[src/rtl/store_align_unit.sv]
// Store alignment unit: turns an SB/SH/SW request into one or two lane-aligned
// word writes on a req/ack memory bus, with done/error pulses back to the pipe.
module store_align_unit (
  input  logic        clk,
  input  logic        rst_n,
  input  logic        st_valid,
  output logic        st_ready,
  input  logic [31:0] st_addr,
  input  logic [31:0] st_data,
  input  logic [2:0]  st_funct3,
  output logic        mem_req,
  input  logic        mem_ack,
  output logic [31:0] mem_addr,
  output logic [31:0] mem_wdata,
  output logic [3:0]  mem_be,
  output logic        st_done,
  output logic        st_err
);

  typedef enum logic [1:0] {IDLE, WR_LO, WR_HI} state_t;

  state_t      r_state;
  logic        r_mem_req;
  logic [31:0] r_mem_addr;
  logic [31:0] r_mem_wdata;
  logic [3:0]  r_mem_be;
  logic        r_done;
  logic        r_err;
  logic [31:0] r_hi_addr;
  logic [31:0] r_hi_wdata;
  logic [3:0]  r_hi_be;

  logic        w_legal;
  logic [31:0] w_sized;
  logic [3:0]  w_nmask;
  logic [63:0] w_shifted;
  logic [7:0]  w_mask;
  logic [31:0] w_lo_addr;
  logic        w_accept;

  always_comb begin
    w_legal = 1'b1;
    w_sized = 32'h0;
    w_nmask = 4'h0;
    case (st_funct3)
      3'b000:  begin w_sized = {24'h0, st_data[7:0]};  w_nmask = 4'b0001; end
      3'b001:  begin w_sized = {16'h0, st_data[15:0]}; w_nmask = 4'b0011; end
      3'b010:  begin w_sized = st_data;                w_nmask = 4'b1111; end
      default: w_legal = 1'b0;
    endcase
  end

  // The 64-bit view spans the addressed word and the next; the upper half is
  // nonzero only for stores that cross a word boundary.
  assign w_shifted = {32'h0, w_sized} << {st_addr[1:0], 3'b000};
  assign w_mask    = {4'h0, w_nmask} << st_addr[1:0];
  assign w_lo_addr = {st_addr[31:2], 2'b00};
  assign w_accept  = st_valid && (r_state == IDLE);

  always_ff @(posedge clk) begin
    if (!rst_n) begin
      r_state     <= IDLE;
      r_mem_req   <= 1'b0;
      r_mem_addr  <= 32'h0;
      r_mem_wdata <= 32'h0;
      r_mem_be    <= 4'h0;
      r_done      <= 1'b0;
      r_err       <= 1'b0;
      r_hi_addr   <= 32'h0;
      r_hi_wdata  <= 32'h0;
      r_hi_be     <= 4'h0;
    end else begin
      r_done <= 1'b0;
      r_err  <= 1'b0;
      case (r_state)
        IDLE: begin
          if (w_accept) begin
            if (w_legal) begin
              r_state     <= WR_LO;
              r_mem_req   <= 1'b1;
              r_mem_addr  <= w_lo_addr;
              r_mem_wdata <= w_shifted[31:0];
              r_mem_be    <= w_mask[3:0];
              r_hi_addr   <= w_lo_addr + 32'd4;
              r_hi_wdata  <= w_shifted[63:32];
              r_hi_be     <= w_mask[7:4];
            end else begin
              r_err <= 1'b1;
            end
          end
        end
        WR_LO: begin
          if (mem_ack) begin
            if (r_hi_be != 4'h0) begin
              // req stays high; only the word fields switch to the high half
              r_state     <= WR_HI;
              r_mem_addr  <= r_hi_addr;
              r_mem_wdata <= r_hi_wdata;
              r_mem_be    <= r_hi_be;
            end else begin
              r_state   <= IDLE;
              r_mem_req <= 1'b0;
              r_done    <= 1'b1;
            end
          end
        end
        WR_HI: begin
          if (mem_ack) begin
            r_state   <= IDLE;
            r_mem_req <= 1'b0;
            r_done    <= 1'b1;
          end
        end
        default: begin
          r_state   <= IDLE;
          r_mem_req <= 1'b0;
        end
      endcase
    end
  end

  assign st_ready  = (r_state == IDLE);
  assign mem_req   = r_mem_req;
  assign mem_addr  = r_mem_addr;
  assign mem_wdata = r_mem_wdata;
  assign mem_be    = r_mem_be;
  assign st_done   = r_done;
  assign st_err    = r_err;

endmodule

[config.mk]
export PLATFORM = sky130hd
export DESIGN_NAME = store_align_unit
export DESIGN_NICKNAME = d
export VERILOG_FILES = /design/src/rtl/store_align_unit.sv
export SDC_FILE = /design/constraint.sdc
export NUM_CORES = 1
export LEC_CHECK = 0
export ABC_AREA = 1
export BUFFER_PORTS_ARGS = -buffer_cell sky130_fd_sc_hd__buf_2
export CAP_MARGIN = 20
export CORE_MARGIN = 3
export CORE_UTILIZATION = 55
export DETAILED_ROUTE_END_ITERATION = 12
export PLACE_DENSITY = 0.89
export SETUP_SLACK_MARGIN = 0.05
export SLEW_MARGIN = 30
export SYNTH_ARGS = -nofsm -noshare
export SYNTH_HDL_FRONTEND = slang
export SYNTH_SLANG_ARGS = --single-unit
[constraint.sdc]
create_clock -name clk -period 2.34 [get_ports clk]
set_input_delay 0.117 -clock clk [delete_from_list [all_inputs] [get_ports clk]]
set_output_delay 0.117 -clock clk [all_outputs]
set_load 0.02 [all_outputs]
==> flow_summary.toml, run 1 <==
[synth]
syn-cell-area_um2 = 6960
synth_top_cell_area_share_pct = 36.8
synth_area_leaders = "dfxtp_1, nand2_1, nand3_1, nor2_1, a21oi_1"
synth.avg_cell_area_um2 = 6.27
synthCells = 1109
synth_edf_count = 0
yosysSeqAreaShare_pct = 36.8
synth-seq-cells = 128
synth_flop_cell = "dfxtp_1"
synth_area_leader_cell = "dfxtp_1"
ys_warn_count = 0
yosysUniqueCellTypes = 34
async_flop_share_pct = 0

[cells_and_area]
fin_nets = 1309
final_common_cell = "nand2_1"
antennaDiodeCount = 0
drive_gt1_share_pct = 17.7
area_growth_pct = 21.3
most-common-layout-cells = "nand2_1, nor2_1, nand3_1"

[drt]
vias = 8089
firstDrtPassIters = 6
viasPerCell = 5.72
wl_um = 21900
avgRoutedWirePerCell_um = 15.5
ant_nets = 0
drcViolationCount = 0
first_iter_violations = 1033

[global_route]
grt_pass1_vias = 7580
grt_antenna_before_repair = 0
grt_overflow_total = 0
grt_max_degree = 60
grt_pass1_wl_um = 35200
grt_usage_pct = 30.7

[status]
status = "completed"

[timing]
min_period_over_period_pct = 90.9
worstMarginPinSlew_ps = 710
hold_viol = 0
maxSlewViolCount = 0
finalCriticalPeriod_ps = 2130
finClkSkew_ps = 5.95
relSlewSlack_pct = 52.6
fmax_mhz = 470
setup_violations = 0
setup_slack_ps = 214
setup_tns_ps = 0
rsz0062_at_grt = "false"

[power]
combinationalPowerShare_pct = 41.6
power_density_nw_per_um2 = 1170
intPower_uw = 5740
switchingPower_uw = 4160
ir_worst_vdd_v = 0.000794
power_uw = 9910
sw_frac_of_total_pct = 42.0
power_frac_clock_pct = 26.9
p_seq_share_pct = 31.5
p_leak_uw = 0.00397

[floorplanning]
rows = 40
ios = 143
dieArea_um2 = 14000
core-area_um2 = 12200
start_util_pct = 57.0
die_w_um = 118
fp.dieH_um = 118

[clocking]
cts_root_buf = "clkbuf_16"
cts_tree = "yes"
h-tree-depth = 4
cts_setup_buffers = 0
cts_buffers = 17
clock_path_buffers = 2
clock_latency_ps = 420
clkSinkCount = 128
clk_pin_slew_ps = 60

[placed_design]
place_ws_ps = 235
portBuffers = 140
dp_hpwl_um = 15000
place_congestion = 0.990

[hold_path]
hold_path_class = "input port to flip-flop"

[setup_path]
path_class = "flip-flop to flip-flop"
worstPathMaxFanout = 22
crit_path_end_kind = "flip-flop"
critPathLaunchType = "flip-flop"
cp.arrival_ps = 2430
cp.required_ps = 2650

[flow_run]
max_cap_viol_count = 0
stage by stage:
stage / hold WS (ps) / std cells / instance area [µm²] / utilization [%]
finish: 10.8 / 1414 / 8440 / 69.1
global route: 20.0 / 1414 / 8440 / 69.1
CTS: 1.79 / 1414 / 8430 / 69.0
detailed placement: 376 / 1369 / 7710 / 63.1
global placement: 357 / 1369 / 7710 / 63.1
floorplan: 207 / 1110 / 6960 / -
routing by layer:
metal / global-route usage (%) / vias up / wire, µm
li1: - / 3833 / -
met1: 37.6 / 3625 / 8520
met2: 49.9 / 541 / 10100
met3: 7.27 / 90 / 2310
met4: 16.8 / 0 / 993
met5: 0 / - / 0
flip-flops by register name (all words and copies together) (netlist names):
signal / count
st_done: 1
r_hi_be: 3
mem_be: 4
mem_wdata: 32
r_hi_wdata: 24
r_state: 2
r_hi_addr: 30
st_err: 1
mem_addr: 30
mem_req: 1
cell usage after synthesis, types with 3 or more instances:
cell type and number:
ha_1 5, nand2_1 259, nand4_1 13, inv_1 81
o21ai_0 70, nor2_1 176, clkbuf_1 37, nand3_1 154
nor2_2 8, or2_2 7, dfxtp_1 128, xor2_1 7
o21ai_1 29, clkinv_1 3, inv_2 12, a21oi_1 74
buf_4 10, buf_2 15
kinds of logic after synthesis:
family | share of synthesized area (%)
and+or+nand+nor | 38.0
AOI/OAI and AO/OA | 13.7
DFF | 36.8
adders and majority gates | 0.899
buffers and inverters | 9.68
other | 0.0539
xor gates and xnor gates | 0.881
cell type report:
type	count	area [µm²]
well taps	168	210
inverters	96	363
clock inverters	11	139
multi-input cells	820	3740
fillers	1048	3770
repair buffers	170	978
clock buffers	21	450
flip-flops and latches	128	2560
critical path, stage by stage, from the launching register on:
cell and delay [ps]:
dfxtp_1 310, inv_1 120, ha_1 290, nand2_1 160
nor2_4 350, inv_4 200, buf_4 250, o21ai_0 250
inv_1 60
timing repair:
| action | CTS | global route |
|---|---|---|
| setup endpoints to repair | 0 | 15 |
| hold buffers | 13 | 0 |
| hold endpoints to repair | 13 | 0 |
| resized for setup | 0 | 5 |
worst paths after layout:
check / slack (ps) / cells past startpoint / startpoint / end
worst max-delay path: 210 / 8 / r_state[1] / r_hi_addr[11]
worst min-delay path: 10 / 5 / st_addr[29] / r_hi_addr[29]
worst min register to register: 470 / 2 / r_hi_wdata[7] / r_hi_wdata[7]
worst max register to register: 210 / 8 / r_state[1] / r_hi_addr[11]
power by group through the flow:
| stage | combinational, µW | sequential [µW] | clock [µW] |
|---|---|---|---|
| floorplan | 2260 | 3720 | 0 |
| global placement | 3900 | 3130 | 0 |
| detailed placement | 4010 | 3140 | 0 |
| CTS | 4070 | 3110 | 2680 |
| global route | 4510 | 3180 | 2780 |
| finish | 4120 | 3120 | 2670 |
No activity file was read; power rests on OpenSTA's default activity.
==> run 2, diff against run 1 <==
REMOVE_ABC_BUFFERS = 1   (was not set)
==> run 2 against run 1 <==
Clock skew rose by 1.3 ps; flip-flop and latch count stayed put; total power up 0.78%; setup slack improved by 15 ps; first-iteration DRC count increased by 3.4%; non-clock buffer count grew 13; count of clock-buffer cells in the layout is 1 higher; sequential power hardly changed; global-route usage about the same; critical path type unchanged.
==> flow_summary.toml, run 2 (same netlist as run 1, synthesis figures left out) <==
[status]
status = "completed"

[cells_and_area]
fin_nets = 1323
area_growth_pct = 23.0
drive_gt1_share_pct = 18.6
antennaDiodeCount = 0
final_common_cell = "nand2_1"
design_area_um2 = 8560
largest_reg_flops = 32
most-common-layout-cells = "nand2_1, nor2_1, nand3_1"

[setup_path]
max_stage_delay_ps = 350
critPathLaunchType = "flip-flop"
crit_chain = "inv_1, ha_1, nand2_1, nand2_2, nor2_8, nand3_4, inv_4, buf_12, nand2_1, o21ai_1, inv_1"
cp.required_ps = 2660
critical_path.slowest_cell = "dfxtp_1"
cp.arrival_ps = 2430
crit_path_end_kind = "flip-flop"
path_class = "flip-flop to flip-flop"
reg2reg_slack_ps = 230
worstPathMaxFanout = 24

[floorplanning]
dieArea_um2 = 14000
core-area_um2 = 12200
start_util_pct = 57.0
rows = 40
fp.dieH_um = 118
die_w_um = 118
ios = 143

[timing]
setup_violations = 0
maxSlewViolCount = 0
relSlewSlack_pct = 52.9
worstMarginPinSlew_ps = 705
finClkSkew_ps = 7.29
hold_viol = 0
finalCriticalPeriod_ps = 2110
fin_hold_ws_ps = 12.1
fmax_mhz = 474
rsz0062_at_grt = "true"
min_period_over_period_pct = 90.2

[global_route]
grt_overflow_total = 0
grt_util_met1_pct = 40.0
grt_antenna_before_repair = 0
met2_usage_pct = 47.8
grt.busiest_layer = "met2"
grt_pass1_wl_um = 35100
met3_usage_pct = 7.66
grt_pass1_vias = 7235
grt_usage_pct = 30.7
grt_max_degree = 54

[drt]
firstDrtPassIters = 5
ant_nets = 0
avgRoutedWirePerCell_um = 15.8
wl_um = 22500
first_iter_violations = 1068
vias = 8158
drcViolationCount = 0
viasPerCell = 5.71

[clocking]
clock_latency_ps = 430
cts_root_buf = "clkbuf_16"
clk_pin_slew_ps = 60
h-tree-depth = 4
cts_buffers = 17
clock_path_buffers = 2
cts_tree = "yes"
clkSinkCount = 128

[power]
p_leak_uw = 0.00403
ir_worst_vdd_v = 0.000726
power_density_nw_per_um2 = 1170

[placed_design]
portBuffers = 140
place_congestion = 1.01
place_area_um2 = 7790
dp_hpwl_um = 14600

[hold_path]
hold_path_class = "input port to flip-flop"

[flow_run]
max_cap_viol_count = 0
==> run 2: final timing paths <==
check        cells past startpoint        from            end
max                             11  r_state[0]  mem_wdata[10]
min                              3  st_addr[5]   r_hi_addr[5]
max reg2reg                     11  r_state[0]  mem_wdata[10]
min reg2reg                      2  r_hi_be[1]     r_hi_be[1]
==> run 2: repair_timing <==
action	4_1_cts	5_1_grt
resized for setup	0	4
buffers inserted	0	3
hold endpoints to repair	15	0
hold buffers	15	0
endpoints found under the setup margin	0	49
==> run 2: per-layer routing <==
layer,wire length (µm),share of wire [%],up-vias
met4,1120,5.0,0
met1,8890,39,3609
met5,0,0,-
met2,10000,45,561
met3,2460,11,132
li1,-,-,3856
==> run 2: cell type report <==
cell class                 instances  area (µm²)
tap                              168         210
fill                            1029        3650
clock buffer                      22         474
inverter                          96         363
sequential                       128        2560
clock inverter                    10        86.3
timing repair buffer             183        1120
multi-input combinational        821        3740
==> run 2: power by group <==
part           total [µW]  switching [µW]  leakage, µW  internal, µW
clock network        2520             988     0.000272          1530
logic                4360            2960      0.00271          1390
registers            3110             313      0.00105          2790
==> run 2: through the flow <==
stage	util [%]	setup WS (ps)	instances	power, µW	setup TNS (ps)
2_1_floorplan	-	-1610	1044	5690	-124900
3_3_place_gp	63.8	215	1377	7110	0
3_5_place_dp	63.8	92.2	1377	7210	0
4_1_cts	69.6	73.1	1424	9750	0
5_1_grt	70.1	27.6	1428	10500	0
6_report	70.1	229	1428	9980	0
==> run 2: worst max-delay path: cells and delay by family (launching register included) <==
kind	cells	cell delay, ps
AND/OR/NAND/NOR	5	740
AO/OA/AOI/OAI	1	130
flip-flops	1	350
buffers and inverters	4	490
adder cells (fa/ha/maj)	1	290
